[config.mk]
export PLATFORM = sky130hd
export DESIGN_NAME = axis_deskew
export DESIGN_NICKNAME = d
export VERILOG_FILES = /design/src/rtl/axis_deskew.sv
export SDC_FILE = /design/constraint.sdc
export NUM_CORES = 1
export LEC_CHECK = 0
export ABC_CLOCK_PERIOD_IN_PS = 2400
export CORE_MARGIN = 5
export CORE_UTILIZATION = 40
export DETAILED_ROUTE_END_ITERATION = 7
export MAX_ROUTING_LAYER = met4
export PLACE_DENSITY = 0.72
export SYNTH_ARGS = -nofsm -noshare
export SYNTH_HDL_FRONTEND = slang
export SYNTH_SLANG_ARGS = --single-unit
[constraint.sdc]
create_clock -name clk -period 2.4 [get_ports clk]
set_clock_uncertainty 0.2 [all_clocks]
set_input_delay 0.72 -clock clk [delete_from_list [all_inputs] [get_ports clk]]
set_output_delay 0.72 -clock clk [all_outputs]
set_load 0.02 [all_outputs]
[src/rtl/axis_deskew.sv]
`default_nettype none
// ============================================================================
// Module   : axis_deskew
// Brief    : Realigns a diagonally skewed AXI-Stream beat sequence into whole
//            vectors. Column c of beat k carries element c of vector k-c;
//            per-column delay lines line every element of a vector up with
//            its last column, and an output register delivers one aligned
//            vector per accepted beat once the skew has been filled.
// Revision : 1.0 - initial release
// ============================================================================
module axis_deskew #(
    parameter int W = 8,
    parameter int N = 4
) (
    input  logic                clk,
    input  logic                rstn,
    input  logic [N-1:0][W-1:0] s_data,
    input  logic                s_valid,
    input  logic                s_last,
    output logic                s_ready,
    output logic [N-1:0][W-1:0] m_data,
    output logic                m_valid,
    output logic                m_last,
    input  logic                m_ready,
    output logic                err
);

    localparam int             CW      = $clog2(N);
    localparam logic [CW-1:0]  CNT_MAX = CW'(N - 1);

    typedef enum logic [0:0] {
        FILL   = 1'b0,
        STREAM = 1'b1
    } state_t;

    state_t                r_state;
    state_t                w_state_nxt;
    logic [CW-1:0]         r_cnt;
    logic [CW-1:0]         w_cnt_nxt;
    logic                  r_err;
    logic                  w_err_nxt;
    logic                  w_load;
    logic                  w_adv;
    logic [N-1:0][W-1:0]   w_aligned;
    logic [N-1:0][W-1:0]   r_m_data;
    logic                  r_m_valid;
    logic                  r_m_last;

    // The output register is the only buffering, so a beat can enter exactly
    // when that register is empty or being drained this cycle.
    assign s_ready = ~r_m_valid | m_ready;
    assign w_adv   = s_valid & s_ready;

    // Column c waits N-1-c beats for the rest of its vector to arrive.
    for (genvar c = 0; c < N - 1; c++) begin : g_col
        localparam int D = N - 1 - c;
        logic [D-1:0][W-1:0] r_dl;

        // Shift register advancing only on accepted beats.
        always_ff @(posedge clk) begin
            if (!rstn) begin
                r_dl <= '0;
            end else if (w_adv) begin
                r_dl[0] <= s_data[c];
                for (int i = 1; i < D; i++) begin
                    r_dl[i] <= r_dl[i-1];
                end
            end
        end

        assign w_aligned[c] = r_dl[D-1];
    end

    // The last column completes the vector and needs no delay.
    assign w_aligned[N-1] = s_data[N-1];

    // Frame state, fill counter and sticky error flag.
    always_ff @(posedge clk) begin
        if (!rstn) begin
            r_state <= FILL;
            r_cnt   <= '0;
            r_err   <= 1'b0;
        end else begin
            r_state <= w_state_nxt;
            r_cnt   <= w_cnt_nxt;
            r_err   <= w_err_nxt;
        end
    end

    // Next frame state: fill the skew, then emit one vector per beat;
    // s_last always restarts the frame, and a frame ending mid-fill is short.
    always_comb begin
        w_state_nxt = r_state;
        w_cnt_nxt   = r_cnt;
        w_err_nxt   = r_err;
        w_load      = 1'b0;
        if (w_adv) begin
            case (r_state)
                FILL: begin
                    if (s_last) begin
                        w_cnt_nxt = '0;
                        w_err_nxt = 1'b1;
                    end else begin
                        w_cnt_nxt = r_cnt + CW'(1);
                        if (w_cnt_nxt == CNT_MAX) begin
                            w_state_nxt = STREAM;
                        end
                    end
                end
                STREAM: begin
                    w_load = 1'b1;
                    if (s_last) begin
                        w_cnt_nxt   = '0;
                        w_state_nxt = FILL;
                    end
                end
                default: begin
                    w_state_nxt = FILL;
                    w_cnt_nxt   = '0;
                end
            endcase
        end
    end

    // Output register: a new load wins over a drain, giving no bubble.
    always_ff @(posedge clk) begin
        if (!rstn) begin
            r_m_data  <= '0;
            r_m_valid <= 1'b0;
            r_m_last  <= 1'b0;
        end else if (w_load) begin
            r_m_data  <= w_aligned;
            r_m_valid <= 1'b1;
            r_m_last  <= s_last;
        end else if (r_m_valid && m_ready) begin
            r_m_valid <= 1'b0;
            r_m_last  <= 1'b0;
        end
    end

    assign m_data  = r_m_data;
    assign m_valid = r_m_valid;
    assign m_last  = r_m_last;
    assign err     = r_err;

endmodule
`default_nettype wire

== After elaboration in Yosys (flattened, before gate mapping) ==
Cells that the tools add are included.
Operators by class
  $add $sub $neg: 1
  multipliers: 0
  div/mod/pow operators: 0
  order comparisons: 0
  equality and inequality tests: 2
  shifts and indexed selects: 0
  muxes and demuxes: 12
  bitwise logic cells: 4
  reductions and logical operators: 4
Operators with widths (count)
  1-bit two-way mux: 8
  2-bit two-way mux: 2
  2-bit one-hot mux with 2 select lines: 1
  3-bit AND reduction: 1
  2-bit by 1-bit adder with 2-bit output (second input constant): 1
  2-bit equality test (second input constant): 1
  2-bit != test (second input constant): 1
  1-bit inverter: 2
  1-bit one-hot mux with 2 select lines: 1
  2-bit AND reduction: 1
  2-bit nonzero test: 1
  1-bit AND: 1
  1-bit logical AND: 1
  1-bit bitwise OR: 1
Word-level totals
  register bits: 86
  bits in latches: 0
  bits in writable memories: 0
  memory bits (read-only): 0
  bits of input ports: 37
  word-level logic and storage cells: 38
  memories kept: 0

== Logic depth before layout (Yosys ltp) ==
  depth after elaboration: 5
  gate-level depth with buffers: 7
  gate-level depth less buffers: 4

== Worst setup path after synthesis ==
No wires, ideal clock.
  path kind: input-to-output
  start: input port m_ready
  end: output port s_ready
  data arrival time: 1.210 ns
  slack: 0.270 ns
  cell stages on the path: 4
  path through: nor2b_1 > buf_2 > inv_2 > buf_2
Between the ends
  word-level cells in the longest chain between the ends: 1
Ends and longest elaborated chain
  start, declared: line 24  | input logic m_ready,
  1-bit bitwise OR: line 51  | assign s_ready = ~r_m_valid | m_ready;
  end, declared: line 20  | output logic s_ready,
No other way between the ends.

== Final worst setup path ==
Same ends and word-level chain as after synthesis.

==> flow_metrics.py <==
metrics = {
    "flow_run": {
        "cap_violations": 0,
    },
    "synth": {
        "synth-seq-area-share_pct": 51.4,
        "syn_nets": 427,
        "yosysTopAreaCellShare_pct": 51.4,
        "synthCells": 389,
        "ys_seq_elements": 86,
        "yosysTopAreaCell": "dfxtp_1",
        "syn_area_per_cell_sq_um": 8.61,
        "synth_warnings": 0,
        "synth_area_leaders": "dfxtp_1, mux2i_1, nand2_1",
        "synth_cell_types": 27,
        "syn_area_sq_um": 3350,
    },
    "clocking": {
        "cts-buffers-inserted": 9,
        "cts_num_sinks": 86,
        "htreeDepth": 3,
        "hold_buffers": 0,
        "post_cts_buffers": 0,
        "cts_resized": 4,
        "clk_latency_ns": 0.35,
        "tritoncts": "yes",
        "clockRootBuffer": "clkbuf_8",
        "clk_path_buf_depth": 2,
        "cts.clk_slew.worst_paths_ns": 0.08,
    },
    "worst_hold_path": {
        "hold_depth": 2,
        "min-delay-start": "g_col[0].r_dl[18]$_SDFFE_PN0P_",
        "hold_path.class": "flip-flop to flip-flop",
        "min_to": "m_data[2]$_SDFFE_PN0P_",
    },
    "worst_setup_path": {
        "critPathSlowestCell": "dlygate4sd2_1",
        "r2r_slack_ns": 0.50,
        "worst-path-buf-inv": 3,
        "worstPathCellList": "dlygate4sd2_1, nor2b_4, inv_2, clkdlybuf4s15_2",
        "startpoint_type": "input pin",
        "ff2ff_path_depth": 5,
        "cp.required_ns": 1.48,
        "critPathTopFamily": "buffers and inverters",
        "path_class": "input pin to output pin",
        "critical_path.endpoint_type": "output pin",
        "crit_cells": 4,
        "crit_fanout": 2,
        "r2r_start": "m_valid$_SDFFE_PN0P_",
        "rr_endpoint": "m_data[4]$_SDFFE_PN0P_",
        "max_stage_delay_ns": 0.26,
        "worstPathArrival_ns": 1.40,
    },
    "floorplanning": {
        "die_w_um": 102,
        "dieHeight_um": 102,
        "dieArea_sq_um": 10300,
        "rows": 33,
        "start_util_pct": 41.0,
        "io_pins": 73,
        "fp.coreArea_sq_um": 8180,
    },
    "power": {
        "p_per_area_nw_per_um2": 637,
        "peakVddDrop_mv": 0.335,
        "p_leak_nw": 1.44,
    },
    "detailed_routing": {
        "wl_per_cell_um": 13.9,
        "via_per_inst": 5.17,
        "drt_iter0_markers": 136,
        "routed_wl_um": 7690,
        "vias": 2865,
        "drtAntennaViolNets": 0,
        "route.detailed.drc": 0,
        "drt-pass1-iter-count": 4,
    },
    "place": {
        "io_buffers": 72,
        "globalplace.congestion": 0.777,
        "place_inst": 538,
        "dp_hpwl_um": 5000,
    },
    "timing": {
        "drv_slew": 0,
        "fin_crit_sh_pct": 96.8,
        "clock.fmax_mhz": 430,
        "setup-violations-final": 0,
        "rsz0062_at_grt": "false",
        "period_minus_slack_ns": 2.32,
        "worst_pin_slew_ns": 0.546,
        "finalHoldViolCount": 0,
        "maxSlewHeadroom_pct": 63.6,
    },
    "grt": {
        "grt_pass1_wl_um": 12600,
        "grt_use_total_pct": 15.8,
        "grt_max_degree": 53,
        "grt_pass1_vias": 2722,
        "grt-ovfl-total": 0,
        "grt_antenna_before_repair": 0,
    },
    "cells_and_area": {
        "diodes": 0,
        "n_fill_cell": 783,
        "drive_gt1_share_pct": 7.57,
        "area_growth_pct": 29.5,
        "final_cell_count_no_fill": 554,
        "multiInputGateArea_sq_um": 1430,
        "utilization_pct": 53.1,
        "seqCellArea_sq_um": 1720,
        "nNetsFinal": 482,
    },
    "outcome": {
        "outcome": "completed",
    },
}
where the power goes:
| group | switching, mW | internal [mW] | leakage (nW) |
|---|---|---|---|
| registers | 0.0164 | 1.46 | 0.699 |
| clock network | 0.500 | 0.589 | 0.0998 |
| logic | 0.100 | 0.0953 | 0.646 |
| total | 0.616 | 2.15 | 1.44 |
metrics by stage:
step	setup slack [ns]	hold WS, ns	instance area, sq um	total power [mW]	setup TNS, ns
finish	0.0761	0.255	4340	2.76	0
CTS	0.0716	0.260	4340	2.79	0
global placement	-0.472	0.240	4120	1.70	-9.08
global route	0.0556	0.280	4340	2.87	0
detailed placement	-0.474	0.249	4120	1.71	-10.35
floorplan	0.270	0.235	3350	1.62	0
worst max path at each step:
stage	start	endpoint	slack [ns]
6_report	m_ready	s_ready	0.08
5_1_grt	m_ready	s_ready	0.06
4_1_cts	m_ready	s_ready	0.07
3_5_place_dp	m_ready	s_ready	-0.47
3_3_place_gp	m_ready	s_ready	-0.47
2_1_floorplan	m_ready	s_ready	0.27
worst min-delay path, stage by stage, from the launching register on:
cell and delay [ns]:
dfxtp_1 0.31, nand2_1 0.05, mux2i_1 0.05
sequential cells by signal, indices dropped and copies added (netlist names):
signal and count:
g_col.r_dl 48, m_data 32, m_valid 1, err 1, r_state 1, m_last 1, r_cnt 2
layout by cell type, fill, tap and decap left out:
cell	instances
mux2i_1	33
inv_2	1
clkdlybuf4s50_1	68
inv_1	3
o21a_1	1
a311oi_1	1
clkbuf_8	9
nor2b_4	1
nor2_1	1
a31oi_1	1
o22ai_1	1
nand3_1	49
o21ai_0	32
buf_4	9
clkbuf_1	2
nor3_2	1
inv_4	1
a21oi_1	48
clkdlybuf4s15_2	1
clkinv_4	1
a41oi_1	1
o32ai_2	1
clkinvlp_4	2
o211a_1	1
bufinv_16	2
dlygate4sd2_1	1
buf_12	2
o21ai_1	16
or4_4	1
dfxtp_1	86
ha_1	1
nand2_1	69
buf_2	2
layer usage:
layer | up-vias | part of all wire [%] | track usage, %
met5 | - | 0 | -
met4 | 0 | 1.9 | 6.85
met3 | 10 | 4.1 | 3.37
met2 | 61 | 50 | 25.7
met1 | 1353 | 44 | 18.7
li1 | 1441 | - | -
cells in the mapped netlist, drive strengths merged:
master  count
o32ai       1
nor2b       1
o22ai       1
nand2      69
nor3        1
o21a        1
nand3      49
or4         1
o21ai      48
inv         5
a21oi      48
a41oi       1
clkbuf     27
ha          1
a31oi       1
nor2        1
mux2i      33
dfxtp      86
buf        12
o211a       1
a311oi      1
final cells by class:
class / count / share of cell area [%]
multi-input combinational: 259 / 33.0
tap: 105 / 3.03
sequential: 86 / 39.7
clock buffer: 11 / 3.03
timing repair buffer: 83 / 18.9
inverter: 5 / 0.490
clock inverter: 5 / 1.93
logic make-up (layout without fill, tap and decap cells):
family	Yosys count	count (layout)	share of synthesized area (%)
buffers and inverters	44	104	6.28
and+or+nand+nor	122	122	15.8
adders and majority gates	1	1	0.373
AOI/OAI and AO/OA	103	103	16.3
DFF	86	86	51.4
muxes	33	33	9.86
Note: power is estimated with default switching activity, not from simulation.
